`src/rtl/axi4_resp_monitor_pkg.sv`:
```
// Shared types and constants for the AXI4 response-side monitor.
// The optional error-response flag is enabled by defining AXI4_RESP_MON_ERR_EN.
package axi4_resp_monitor_pkg;

  typedef enum logic [1:0] {
    S_IDLE = 2'd0,
    S_BUSY = 2'd1,
    S_HUNG = 2'd2
  } mon_state_e;

  localparam logic [1:0] RESP_OKAY   = 2'b00;
  localparam logic [1:0] RESP_EXOKAY = 2'b01;
  localparam logic [1:0] RESP_SLVERR = 2'b10;
  localparam logic [1:0] RESP_DECERR = 2'b11;

  // SLVERR and DECERR are the only codes with the upper bit set.
  function automatic logic resp_is_err(input logic [1:0] resp);
    return resp[1];
  endfunction

endpackage

```
`src/rtl/axi4_resp_monitor_if.sv`:
```
// AXI4 handshake/response signals observed by the response monitor.
// master/slave modports describe the real bus; monitor is the passive tap.
interface axi4_resp_monitor_if;
  logic       axi_arvalid, axi_arready;
  logic       axi_rvalid, axi_rready, axi_rlast;
  logic [1:0] axi_rresp;
  logic       axi_awvalid, axi_awready;
  logic       axi_bvalid, axi_bready;
  logic [1:0] axi_bresp;

  modport master (
    output axi_arvalid, axi_awvalid, axi_rready, axi_bready,
    input  axi_arready, axi_awready, axi_rvalid, axi_rlast, axi_rresp,
           axi_bvalid, axi_bresp
  );

  modport slave (
    input  axi_arvalid, axi_awvalid, axi_rready, axi_bready,
    output axi_arready, axi_awready, axi_rvalid, axi_rlast, axi_rresp,
           axi_bvalid, axi_bresp
  );

  modport monitor (
    input axi_arvalid, axi_arready, axi_rvalid, axi_rready, axi_rlast,
          axi_rresp, axi_awvalid, axi_awready, axi_bvalid, axi_bready,
          axi_bresp
  );
endinterface

```
`src/rtl/axi4_outstanding_ctr.sv`:
```
// Saturating inc/dec counter of outstanding transactions for one direction.
// ovf/udf pulse when a step would leave the range [0, MAX_OUTSTANDING].
module axi4_outstanding_ctr #(
  parameter  int MAX_OUTSTANDING = 16,
  localparam int CNT_W = $clog2(MAX_OUTSTANDING + 1)
) (
  input  logic             clk,
  input  logic             reset_n,
  input  logic             inc,
  input  logic             dec,
  output logic [CNT_W-1:0] cnt,
  output logic             ovf,
  output logic             udf
);

  localparam logic [CNT_W-1:0] CNT_MAX = CNT_W'(MAX_OUTSTANDING);

  // A simultaneous inc and dec cancel, so neither can overflow nor underflow.
  assign ovf = inc && !dec && (cnt == CNT_MAX);
  assign udf = dec && !inc && (cnt == '0);

  // NOTE: state registers use non-blocking assignments so every flop samples
  // pre-edge values, regardless of process ordering in simulation.
  always_ff @(posedge clk or negedge reset_n) begin
    if (!reset_n) begin
      cnt <= '0;
    end else if (inc && !dec && !ovf) begin
      cnt <= cnt + CNT_W'(1);
    end else if (dec && !inc && !udf) begin
      cnt <= cnt - CNT_W'(1);
    end
  end

endmodule

```
`src/rtl/axi4_resp_monitor.sv`:
```
// Passive AXI4 response monitor: outstanding counts, hang watchdog, sticky flags.
// Define AXI4_RESP_MON_ERR_EN to enable resp_err on SLVERR/DECERR responses.
module axi4_resp_monitor
  import axi4_resp_monitor_pkg::*;
#(
  parameter  int MAX_OUTSTANDING = 16,
  parameter  int TIMEOUT_CYCLES  = 25_000_000,
  localparam int CNT_W           = $clog2(MAX_OUTSTANDING + 1)
) (
  input  logic                 clk,
  input  logic                 reset_n,
  axi4_resp_monitor_if.monitor axi,
  input  logic                 clear,
  output logic [CNT_W-1:0]     rd_outstanding,
  output logic [CNT_W-1:0]     wr_outstanding,
  output logic                 hung,
  output logic                 resp_err,
  output logic                 ovf,
  output logic                 udf,
  output logic                 LED
);

  localparam int              WD_W     = $clog2(TIMEOUT_CYCLES) + 1;
  localparam logic [WD_W-1:0] WD_LIMIT = WD_W'(TIMEOUT_CYCLES - 1);

  logic ar_hs, r_hs, r_last_hs, aw_hs, b_hs;
  logic rd_ovf, rd_udf, wr_ovf, wr_udf;
  logic total_zero;
  logic hung_set;
  logic [WD_W-1:0] wd_cnt;
  mon_state_e state, state_next;

  assign ar_hs     = axi.axi_arvalid && axi.axi_arready;
  assign r_hs      = axi.axi_rvalid && axi.axi_rready;
  assign r_last_hs = r_hs && axi.axi_rlast;
  assign aw_hs     = axi.axi_awvalid && axi.axi_awready;
  assign b_hs      = axi.axi_bvalid && axi.axi_bready;

  axi4_outstanding_ctr #(.MAX_OUTSTANDING(MAX_OUTSTANDING)) u_rd_ctr (
    .clk(clk), .reset_n(reset_n), .inc(ar_hs), .dec(r_last_hs),
    .cnt(rd_outstanding), .ovf(rd_ovf), .udf(rd_udf)
  );

  axi4_outstanding_ctr #(.MAX_OUTSTANDING(MAX_OUTSTANDING)) u_wr_ctr (
    .clk(clk), .reset_n(reset_n), .inc(aw_hs), .dec(b_hs),
    .cnt(wr_outstanding), .ovf(wr_ovf), .udf(wr_udf)
  );

  assign total_zero = (rd_outstanding == '0) && (wr_outstanding == '0);

  // Watchdog holds at the limit once reached; the FSM only needs ">= limit",
  // and holding avoids a wrap back below it while the slave stays silent.
  always_ff @(posedge clk or negedge reset_n) begin
    if (!reset_n) begin
      wd_cnt <= '0;
    end else if (r_hs || b_hs || total_zero) begin
      wd_cnt <= '0;
    end else if (wd_cnt < WD_LIMIT) begin
      wd_cnt <= wd_cnt + WD_W'(1);
    end
  end

  always_ff @(posedge clk or negedge reset_n) begin
    if (!reset_n) state <= S_IDLE;
    else          state <= state_next;
  end

  // NOTE: defaults first, so every path assigns every output and no latch forms.
  always_comb begin
    state_next = state;
    hung_set   = 1'b0;
    unique case (state)
      S_IDLE: if (!total_zero) state_next = S_BUSY;
      S_BUSY: begin
        if (total_zero) begin
          state_next = S_IDLE;
        end else if (wd_cnt >= WD_LIMIT) begin
          state_next = S_HUNG;
          hung_set   = 1'b1;
        end
      end
      S_HUNG: begin
        if (total_zero)        state_next = S_IDLE;
        else if (r_hs || b_hs) state_next = S_BUSY;
      end
      default: state_next = S_IDLE;
    endcase
  end

  // Sticky flags: a set in the same cycle as clear wins.
  always_ff @(posedge clk or negedge reset_n) begin
    if (!reset_n) begin
      hung <= 1'b0;
      ovf  <= 1'b0;
      udf  <= 1'b0;
    end else begin
      hung <= hung_set || (hung && !clear);
      ovf  <= rd_ovf || wr_ovf || (ovf && !clear);
      udf  <= rd_udf || wr_udf || (udf && !clear);
    end
  end

`ifdef AXI4_RESP_MON_ERR_EN
  logic err_set;
  assign err_set = (r_hs && resp_is_err(axi.axi_rresp)) ||
                   (b_hs && resp_is_err(axi.axi_bresp));

  always_ff @(posedge clk or negedge reset_n) begin
    if (!reset_n) resp_err <= 1'b0;
    else          resp_err <= err_set || (resp_err && !clear);
  end
`else
  logic unused_resp;
  assign unused_resp = ^{axi.axi_rresp, axi.axi_bresp};
  assign resp_err    = 1'b0;
`endif

  assign LED = (state != S_IDLE);

endmodule

```
`src/flat_wrapper.sv`:
```
// flat-port wrapper written by rule: the top's interface ports become plain ports
module axi4_resp_monitor_flat import axi4_resp_monitor_pkg::*;
#(
  parameter  int MAX_OUTSTANDING = 16,
  parameter  int TIMEOUT_CYCLES  = 25_000_000,
  localparam int CNT_W           = $clog2(MAX_OUTSTANDING + 1)
)
  (clk, reset_n, clear, rd_outstanding, wr_outstanding, hung, resp_err, ovf, udf, LED, axi_axi_arvalid, axi_axi_arready, axi_axi_rvalid, axi_axi_rready, axi_axi_rlast, axi_axi_rresp, axi_axi_awvalid, axi_axi_awready, axi_axi_bvalid, axi_axi_bready, axi_axi_bresp);
  axi4_resp_monitor_if axi_i ();
  input  logic clk;
  input  logic reset_n;
  input  logic clear;
  output logic [CNT_W-1:0] rd_outstanding;
  output logic [CNT_W-1:0] wr_outstanding;
  output logic hung;
  output logic resp_err;
  output logic ovf;
  output logic udf;
  output logic LED;
  input wire logic [$bits(axi_i.axi_arvalid)-1:0] axi_axi_arvalid;
  input wire logic [$bits(axi_i.axi_arready)-1:0] axi_axi_arready;
  input wire logic [$bits(axi_i.axi_rvalid)-1:0] axi_axi_rvalid;
  input wire logic [$bits(axi_i.axi_rready)-1:0] axi_axi_rready;
  input wire logic [$bits(axi_i.axi_rlast)-1:0] axi_axi_rlast;
  input wire logic [$bits(axi_i.axi_rresp)-1:0] axi_axi_rresp;
  input wire logic [$bits(axi_i.axi_awvalid)-1:0] axi_axi_awvalid;
  input wire logic [$bits(axi_i.axi_awready)-1:0] axi_axi_awready;
  input wire logic [$bits(axi_i.axi_bvalid)-1:0] axi_axi_bvalid;
  input wire logic [$bits(axi_i.axi_bready)-1:0] axi_axi_bready;
  input wire logic [$bits(axi_i.axi_bresp)-1:0] axi_axi_bresp;
  assign axi_i.axi_arvalid = axi_axi_arvalid;
  assign axi_i.axi_arready = axi_axi_arready;
  assign axi_i.axi_rvalid = axi_axi_rvalid;
  assign axi_i.axi_rready = axi_axi_rready;
  assign axi_i.axi_rlast = axi_axi_rlast;
  assign axi_i.axi_rresp = axi_axi_rresp;
  assign axi_i.axi_awvalid = axi_axi_awvalid;
  assign axi_i.axi_awready = axi_axi_awready;
  assign axi_i.axi_bvalid = axi_axi_bvalid;
  assign axi_i.axi_bready = axi_axi_bready;
  assign axi_i.axi_bresp = axi_axi_bresp;
  axi4_resp_monitor #(.MAX_OUTSTANDING(MAX_OUTSTANDING), .TIMEOUT_CYCLES(TIMEOUT_CYCLES)) u_core (.clk(clk), .reset_n(reset_n), .axi(axi_i), .clear(clear), .rd_outstanding(rd_outstanding), .wr_outstanding(wr_outstanding), .hung(hung), .resp_err(resp_err), .ovf(ovf), .udf(udf), .LED(LED));
endmodule
```
`config.mk`:
```
export PLATFORM = sky130hd
export DESIGN_NAME = axi4_resp_monitor_flat
export DESIGN_NICKNAME = d
export VERILOG_FILES = /design/src/rtl/axi4_resp_monitor_pkg.sv /design/src/rtl/axi4_resp_monitor_if.sv /design/src/rtl/axi4_outstanding_ctr.sv /design/src/rtl/axi4_resp_monitor.sv /design/src/flat_wrapper.sv
export SDC_FILE = /design/constraint.sdc
export NUM_CORES = 1
export LEC_CHECK = 0
export ABC_AREA = 0
export CAP_MARGIN = 10
export CORE_UTILIZATION = 56
export DETAILED_ROUTE_END_ITERATION = 12
export PLACE_DENSITY = 0.84
export SLEW_MARGIN = 20
export SYNTH_ARGS = -nofsm -noshare
export SYNTH_HDL_FRONTEND = slang
export SYNTH_HIERARCHICAL = 1
export SYNTH_SLANG_ARGS = --single-unit
```
`constraint.sdc`:
```
create_clock -name clk -period 2.93 [get_ports clk]
set_input_delay 0.4395 -clock clk [delete_from_list [all_inputs] [get_ports clk]]
set_output_delay 0.4395 -clock clk [all_outputs]
set_load 0.01 [all_outputs]
```
Yosys cells after proc, flatten, opt, wreduce, memory -nomap -nowiden
Index checks and enable logic that the tools add are counted.
- bits in registers: 41
- output and inout bits: 15
- logic and storage cells: 81
- add/sub/neg operators: 5
- order comparisons: 2
- equality and inequality tests: 7
- muxes and demuxes: 15
- reduce and logical (&&, ||, !) cells: 45
- operators by type and width (operator ; count):
    26-bit two-way mux ; 2
    26-bit by 1-bit adder with 26-bit output, second input constant ; 1
    26-bit by 25-bit >= comparator with 1-bit output, second input constant ; 1
    26-bit by 25-bit < comparator with 1-bit output, second input constant ; 1
    1-bit logical AND ; 21
    5-bit two-way mux ; 4
    5-bit by 1-bit adder with 5-bit output, second input constant ; 2
    5-bit equality test, second input constant ; 2
    5-bit zero test ; 2
    2-bit two-way mux ; 5
    5-bit by 1-bit subtractor with 5-bit output, second input constant ; 2
    1-bit zero test ; 9
    2-bit nonzero test ; 4
    1-bit logical OR ; 7
    3-bit by 1-bit != test with 1-bit output, second input constant ; 2
    2-bit one-hot mux with 3 select lines ; 1
    1-bit two-way mux ; 3
    3-bit AND reduction ; 1
    2-bit by 1-bit equality test with 1-bit output, second input constant ; 1
    2-bit equality test, second input constant ; 1
    2-bit zero test ; 1
    2-bit != test, second input constant ; 1

Depth between registers and ports, before layout
Gate-level depths: netlist (run 1).
- depth in word-level cells: 8
- gate-level depth with buffers: 9
- gate-level depth less buffers: 8

Cells and area by module
Netlist (run 1), hierarchy kept.
- by module, submodules not included (module ; times used ; cells each ; area an instance (sq um) ; seq. area each (sq um)):
    axi4_resp_monitor ; 1 ; 171 ; 1627.8 ; 775.7
    axi4_outstanding_ctr ; 2 ; 51 ; 473.0 ; 125.1

Least setup slack after synthesis (run 1)
Ideal clock, no wire load.
- path type: input-to-reg
- start: in axi_axi_bvalid
- end: reg u_core.u_wr_ctr.cnt[4]
- arrival: 2.393 ns
- required time: 2.826 ns
- path slack: 0.433 ns
- stages on the path: 9
- cells stage by stage: and2_1 -> clkbuf_1 -> nand2b_1 -> nand2b_1 -> fa_1 -> a21o_1 -> a21oi_1 -> mux2i_1 -> a221oi_1
- word-level cells in the longest chain between the ends: 7
- elaborated cells between the ends (all ways): 12
- those cells by class: 1 x mux; 11 x reduce/logical
- ends and longest elaborated chain (element ; line ; source):
    start, declared ; flat_wrapper.sv:28 ; input wire logic [$bits(axi_i.axi_bvalid)-1:0] axi_axi_bvalid;
    1-bit logical AND * ; axi4_resp_monitor.sv:37 ; assign b_hs = axi.axi_bvalid && axi.axi_bready;
    1-bit zero test ; axi4_outstanding_ctr.sv:19, axi4_outstanding_ctr.sv:27 ;
    1-bit logical AND ; axi4_outstanding_ctr.sv:19, axi4_outstanding_ctr.sv:27 ;
    1-bit logical AND ; axi4_outstanding_ctr.sv:19 ; assign ovf = inc && !dec && (cnt == CNT_MAX);
    1-bit zero test ; axi4_outstanding_ctr.sv:27 ; end else if (inc && !dec && !ovf) begin
    1-bit logical AND ; axi4_outstanding_ctr.sv:27 ;
    5-bit two-way mux or 2-bit nonzero test (tied branches) ; -- ;
    end signal, assigned ; axi4_outstanding_ctr.sv:28 ; cnt <= cnt + CNT_W'(1);
    end signal, assigned ; axi4_outstanding_ctr.sv:30 ; cnt <= cnt - CNT_W'(1);
    end, declared ; axi4_outstanding_ctr.sv:11 ; output logic [CNT_W-1:0] cnt,
Every way passes the cells marked *; elsewhere a longest branch is shown, timed or not.
A chain may end at the register's enable or synchronous reset.

Worst setup path after layout (run 1)
- start: reg u_core.u_rd_ctr.cnt[0]
- end: reg u_core.u_rd_ctr.cnt[4]
- word-level cells in the longest chain between the ends: 5
- elaborated cells between the ends (all ways): 13
- those cells by class: 2 x add/sub; 1 x eq/ne; 2 x mux; 8 x reduce/logical
- ends and longest elaborated chain (element ; line):
    start, declared ; axi4_outstanding_ctr.sv:11
    start signal, assigned ; axi4_outstanding_ctr.sv:28
    start signal, assigned ; axi4_outstanding_ctr.sv:30
    branches (longest 5 deep; another with 5-bit by 1-bit subtractor with 5-bit output) ; --
Parallel ways; which one is timed is not known. The select of a mux whose other input is x is not followed.

==> results of run 1 <==
[synth_stat cells, types with 3 or more instances]
master / number / area, µm²
nor2_2: 3 / 18.8
o211ai_1: 4 / 30.0
o21ai_0: 9 / 45.0
or4_4: 3 / 33.8
a221oi_1: 4 / 35.0
or4_1: 6 / 45.0
o21ai_1: 3 / 15.0
and3_1: 6 / 37.5
nand3_1: 10 / 50.1
inv_1: 6 / 22.5
nand2b_1: 6 / 37.5
xor2_1: 19 / 166
nor4_1: 4 / 25.0
a21oi_1: 14 / 70.1
or3_1: 6 / 37.5
nand4_1: 9 / 56.3
and2_1: 5 / 31.3
ha_1: 7 / 87.6
o2111ai_1: 3 / 26.3
nor2_1: 30 / 113
a211oi_1: 3 / 22.5
nand2_1: 13 / 48.8
nor3_1: 6 / 30.0
clkbuf_1: 6 / 22.5
buf_1: 3 / 11.3
dfrtp_1: 41 / 1030
mux2i_1: 9 / 90.1
[power by group]
group / leakage (nW) / switching [W] / internal, W
logic: 0.668 / 0.000396 / 0.000434
registers: 0.539 / 0.000167 / 0.000644
clock network: 0.0450 / 0.000189 / 0.000165
[flip-flops by register name, indices dropped and copies added (netlist names)]
register and cells:
u_core/hung 1, u_core/ovf 1, u_core/state 2, u_core/u_rd_ctr/cnt 5
u_core/u_wr_ctr/cnt 5, u_core/udf 1, u_core/wd_cnt 26
[path summary, 6_finish.rpt]
kind,startpoint,endpoint,slack [ps],cells past startpoint
worst max-delay path,u_core/u_rd_ctr/cnt[0]$_DFFE_PN0P_,u_core/u_rd_ctr/cnt[4]$_DFFE_PN0P_,310,8
worst min-delay path,reset_n,u_core/wd_cnt[5]$_DFFE_PN0P_,270,1
worst max register to register,u_core/u_rd_ctr/cnt[0]$_DFFE_PN0P_,u_core/u_rd_ctr/cnt[4]$_DFFE_PN0P_,310,8
worst min register to register,u_core/wd_cnt[25]$_DFFE_PN0P_,u_core/wd_cnt[25]$_DFFE_PN0P_,490,1
max in group asynchronous,reset_n,u_core/wd_cnt[21]$_DFFE_PN0P_,2110,1
min in group clk,u_core/wd_cnt[25]$_DFFE_PN0P_,u_core/wd_cnt[25]$_DFFE_PN0P_,490,1
[layout make-up]
class	instances	area (µm²)
timing repair buffer	36	328
fill	360	1380
tap	52	65.1
clock buffer	6	72.6
inverter	6	22.5
clock inverter	2	10.0
sequential	41	1030
multi-input combinational	216	1480
[worst register-to-register path, cell delays in order, from the launching register on]
cell,delay [ps]
dfrtp_1,490
nor4_1,430
nand2_1,200
nand2b_1,210
ha_1,310
a21o_1,190
a21oi_1,230
mux2i_1,100
a221oi_1,350
[stage by stage]
| step | utilization, % | cell area, µm² | total power (W) | setup slack [ps] | cells |
|---|---|---|---|---|---|
| 2_1_floorplan | - | 2570 | 0.00134 | 433 | 273 |
| 3_5_place_dp | 66.7 | 2930 | 0.00164 | 28.2 | 351 |
| 3_3_place_gp | 66.7 | 2930 | 0.00161 | 160 | 351 |
| 4_1_cts | 68.6 | 3010 | 0.00200 | 296 | 359 |
| 5_1_grt | 68.6 | 3010 | 0.00215 | 38.6 | 359 |
| 6_report | 68.6 | 3010 | 0.00199 | 309 | 359 |
[routing by layer]
metal | wire length (µm) | up-vias | track usage, %
met1 | 2370 | 1065 | 30.9
li1 | - | 1081 | -
met2 | 2780 | 50 | 40.5
met4 | 48 | 0 | 8.22
met3 | 208 | 8 | 5.38
met5 | 0 | - | 0
[cell families after synthesis]
logic type,Yosys count,share of synthesized area [%]
compound gates,58,15.6
xor+xnor,19,6.47
fa+ha+maj,9,4.96
buf+inv,16,2.48
flops,41,39.9
mux,11,4.38
other cells,1,0.146
simple gates,118,26.2
==> reports/results.txt, run 1 <==
Clk buf depth: 2
Worst Path Max Fanout: 7
Fin crit share: 89.5%
Crit start category: register
Initial Util: 58.7%
H-Tree Depth: 2
Routability cong.: 0.870
Post-route ant nets: 0
Unrepaired setup endpoints after global routing: no
Die ar.: 4870 µm²
Clk Latency, worst-skew pair: 290 ps
Arrival time at the worst endpoint: 2790 ps
Ant diodes: 0
Slew Limit Fails: 0
Post-DP HPWL: 4040 µm
First-pass GRT wire length: 9490 µm
Number of enable flip-flop cells after synthesis: 0
First-pass DRT Iterations: 4
Worst path bufs/invs: 0
CTS Hold Buffers Added: 0
Top_reg_cell synth: dfrtp_1
Io pins: 31
HP Class: input port to asynchronous set/reset pin
Clock skew: 9.53 ps
Final nets: 331
GRT Total Usage: 24.2%
Rows: 24
Worst-path clk slew: 70 ps
Synth async-reset ratio: 100%
Rel. slew slack: 41.9%
Avg Inst Size Synth: 9.43 µm²
CP Class: register to register
Synth Register Bits: 41
Number of global-route vias before repair: 2,120
Final Setup Violations: 0
Via count: 2,204
Clk root buf: clkbuf_8
Die Span Y: 69.8 µm
Port-buffer cells: 25
CP peak stage delay: 490 ps
Synth warn: 6
# resized after CTS: 0
Crit path cell chain: nor4_1 > nand2_1 > nand2b_1 > ha_1 > a21o_1 > a21oi_1 > mux2i_1 > a221oi_1
Initial DRC count: 141
Status: finished clean
Cell area after synthesis: 2570 µm²
Max_cap viols: 0
Worst-Margin Slew: 872 ps
Largest net degree at the start of global routing: 42
Mean routed wirelength per cell: 15.1 µm
Die width: 69.8 µm
Worst path top cell family by delay: simple AND/OR/NAND/NOR gates
Final hold vios: 0
LEAKAGE: 1.25 nW
Seq/Total Area, Yosys: 39.9%
CP required: 3100 ps
DRC: 0
Hold_ws: 269 ps
Yosys cell types: 50
PwrDens: 663 nW/µm²
Layout cell share with drive strength beyond 1: 10.4%
CP max-delay cell: dfrtp_1
Commonest cells after routing, fill and taps aside: 41 x dfrtp_1, 30 x nor2_1, 24 x clkdlybuf4s50_1
Post-Syn Nets: 298
Post-Synthesis Cells: 273
Core Area: 4380 µm²
CTS tree: built
Sink Count: 41
Peak VDD IR: 0.000446 V
F_max: 381 MHz
Sum of negative setup slack: 0 ps
DR vias/cell: 6.14
CP endpoint kind: register
Leading cell type in the layout, fill and taps excluded: dfrtp_1
Area Overhead vs Synth: 16.9%
Total CTS buffers: 5
Tmin final: 2620 ps
Global route overflow: 0
DRT Wirelength: 5410 µm
Post-CTS Setup Bufs: 0
Initial antenna violation count: 0
Power figures use the tool's default switching activity.
==> run 2: changes to the inputs <==
- CORE_ASPECT_RATIO: not set -> 0.75
==> reports/results.txt, run 2 (synthesis gave the netlist of run 1 again) <==
Pint: 0.00134 W (+7.4%)
Sw frac: 36.8% (-0.91 points)
Final Setup Violations: 0 (unchanged)
Clock power frac: 21.1% (+3.4 points)
CP endpoint kind: register
First-pass DRT Iterations: 4 (unchanged)
Top reg by flops: u_core/wd_cnt
Layout cell share with drive strength beyond 1: 10.2% (-0.26 points)
Largest register FFs: 26 (unchanged)
Routability cong.: 0.887 (+2.0%)
Crit start category: register
DR vias/cell: 6.21 (+1.2%)
Rows: 20 (-17%)
Mean routed wirelength per cell: 16.0 µm (+6.5%)
CTS tree: built
HP Class: input port to asynchronous set/reset pin
Sink Count: 41 (unchanged)
Post-route setup slack: 266 ps (-42.5 ps)
Worst-Margin Slew: 909 ps (+37.3 ps)
Commonest cells after routing, fill and taps aside: 41 x dfrtp_1, 30 x nor2_1, 24 x clkdlybuf4s50_1
Clk root buf: clkbuf_8
CTS Hold Buffers Added: 0 (unchanged)
Initial DRC count: 148 (+5.0%)
Arrival time at the worst endpoint: 2860 ps (+70 ps)
Register area: 1030 µm² (unchanged)
Status: finished clean
Die Span Y: 60.7 µm (-13%)
Total CTS buffers: 5 (unchanged)
Unrepaired setup endpoints after global routing: no
Clk buf depth: 2 (unchanged)
Max_cap viols: 0 (unchanged)
Worst Path Max Fanout: 7 (unchanged)
Final nets: 330 (-0.30%)
F_max: 375 MHz (-1.6%)
Clk Latency, worst-skew pair: 290 ps (about the same)
LEAKAGE: 1.26 nW (+0.49%)
PwrDens: 698 nW/µm² (+5.3%)
Die ar.: 4870 µm² (about the same)
Post-route ant nets: 0 (unchanged)
# resized after CTS: 0 (unchanged)
Tmin final: 2660 ps (+42.5 ps)
First-pass GRT wire length: 9750 µm (+2.7%)
Clock skew: 5.81 ps (-3.72 ps)
Largest net degree at the start of global routing: 42 (unchanged)
CP required: 3120 ps (+20 ps)
DRT Wirelength: 5770 µm (+6.8%)
Number of global-route vias before repair: 2,071 (-2.3%)
Final cell count without fillers: 360 (+0.28%)
Ant diodes: 0 (unchanged)
Peak VDD IR: 0.000493 V (+11%)
Placed insts: 353 (+0.57%)
Setup WS pre-CTS: 104 ps (+76.3 ps)
Sum of negative setup slack: 0 ps (unchanged)
Die width: 80.3 µm (+15%)
Core Area: 4230 µm² (-3.5%)
Slew Limit Fails: 0 (unchanged)
Worst-path clk slew: 80 ps (about the same)
Largest registers: u_core/wd_cnt (26), u_core/u_rd_ctr/cnt (5), u_core/u_wr_ctr/cnt (5)
Post-CTS Setup Bufs: 0 (unchanged)
Reg2reg path depth: 8 (unchanged)
H-Tree Depth: 2 (unchanged)
Fin crit share: 90.9% (+1.5 points)
Multi-input logic area: 1480 µm² (unchanged)
P_sw: 0.000777 W (+3.3%)
Leading cell type in the layout, fill and taps excluded: dfrtp_1
Rel. slew slack: 39.4% (-2.5 points)
Initial antenna violation count: 0 (unchanged)
DRC: 0 (unchanged)
Flop pwr share: 37.7% (-2.9 points)
Hold_ws: 271 ps (+1.85 ps)
Post-DP HPWL: 4110 µm (+1.8%)
Via count: 2,236 (+1.5%)
Port-buffer cells: 25 (unchanged)
GRT Total Usage: 26.5% (+2.3 points)
Global route overflow: 0 (unchanged)
Io pins: 31 (unchanged)
CP Class: register to register
Initial Util: 60.9% (+2.2 points)
# fillers: 335 (-6.9%)
Area Overhead vs Synth: 17.5%
Gate power share: 41.2% (-0.4 points)
Final hold vios: 0 (unchanged)
[run 2: cell count changes in the layout (fill, tap and decap cells not counted)]
cell       previous run  this run
clkinv_2              2         1
bufinv_16             0         1
buf_4                11        10
clkbuf_1              1         0
[run 2: through the flow]
step                      utilization (%)  total power, W  instance area (µm²)
after CTS                            71.5         0.00212                 3030
after global placement               69.1         0.00163                 2920
final                                71.5         0.00211                 3030
after global routing                 71.5         0.00225                 3030
after floorplan                         -         0.00134                 2570
after detailed placement             69.1         0.00167                 2920
[run 2: per-layer routing]
metal	global-route usage (%)	share of wire, %	up-vias
li1	-	-	1082
met1	37.4	49	1093
met2	41.8	46	57
met3	4.66	4.8	4
met4	9.44	1.0	0
met5	0	0	-
[run 2: final cells by class]
cell class,instances,area share (%)
tap,55,2.27
clock buffer,5,2.27
inverter,6,0.744
multi-input combinational,216,49.0
timing repair buffer,35,10.6
clock inverter,2,1.16
sequential,41,33.9
[run 2: final timing paths]
check | slack, ps | to | startpoint
hold / removal | 270 | u_core/u_wr_ctr/cnt[2]$_DFFE_PN0P_ | reset_n
setup reg to reg | 270 | u_core/u_rd_ctr/cnt[4]$_DFFE_PN0P_ | u_core/u_rd_ctr/cnt[2]$_DFFE_PN0P_
max in group asynchronous | 2080 | u_core/wd_cnt[11]$_DFFE_PN0P_ | reset_n
setup / recovery | 270 | u_core/u_rd_ctr/cnt[4]$_DFFE_PN0P_ | u_core/u_rd_ctr/cnt[2]$_DFFE_PN0P_
min in group clk | 500 | u_core/wd_cnt[25]$_DFFE_PN0P_ | u_core/wd_cnt[25]$_DFFE_PN0P_
hold reg to reg | 500 | u_core/wd_cnt[25]$_DFFE_PN0P_ | u_core/wd_cnt[25]$_DFFE_PN0P_
[run 2: critical path: stages, from the launching register on]
cell      delay (ps)
dfrtp_1          460
nor4_1           510
nand2_1          240
nand2b_1         230
ha_1             310
a21o_1           190
a21oi_1          230
mux2i_1          100
a221oi_1         290
[run 2: power by group through the flow]
stage          sequential, W  combinational (W)  clock (W)
2_1_floorplan       0.000813           0.000527          0
3_5_place_dp        0.000807           0.000861          0
3_3_place_gp        0.000801           0.000825          0
5_1_grt             0.000815           0.000963   0.000470
4_1_cts             0.000796           0.000868   0.000453
6_report            0.000796           0.000871   0.000445
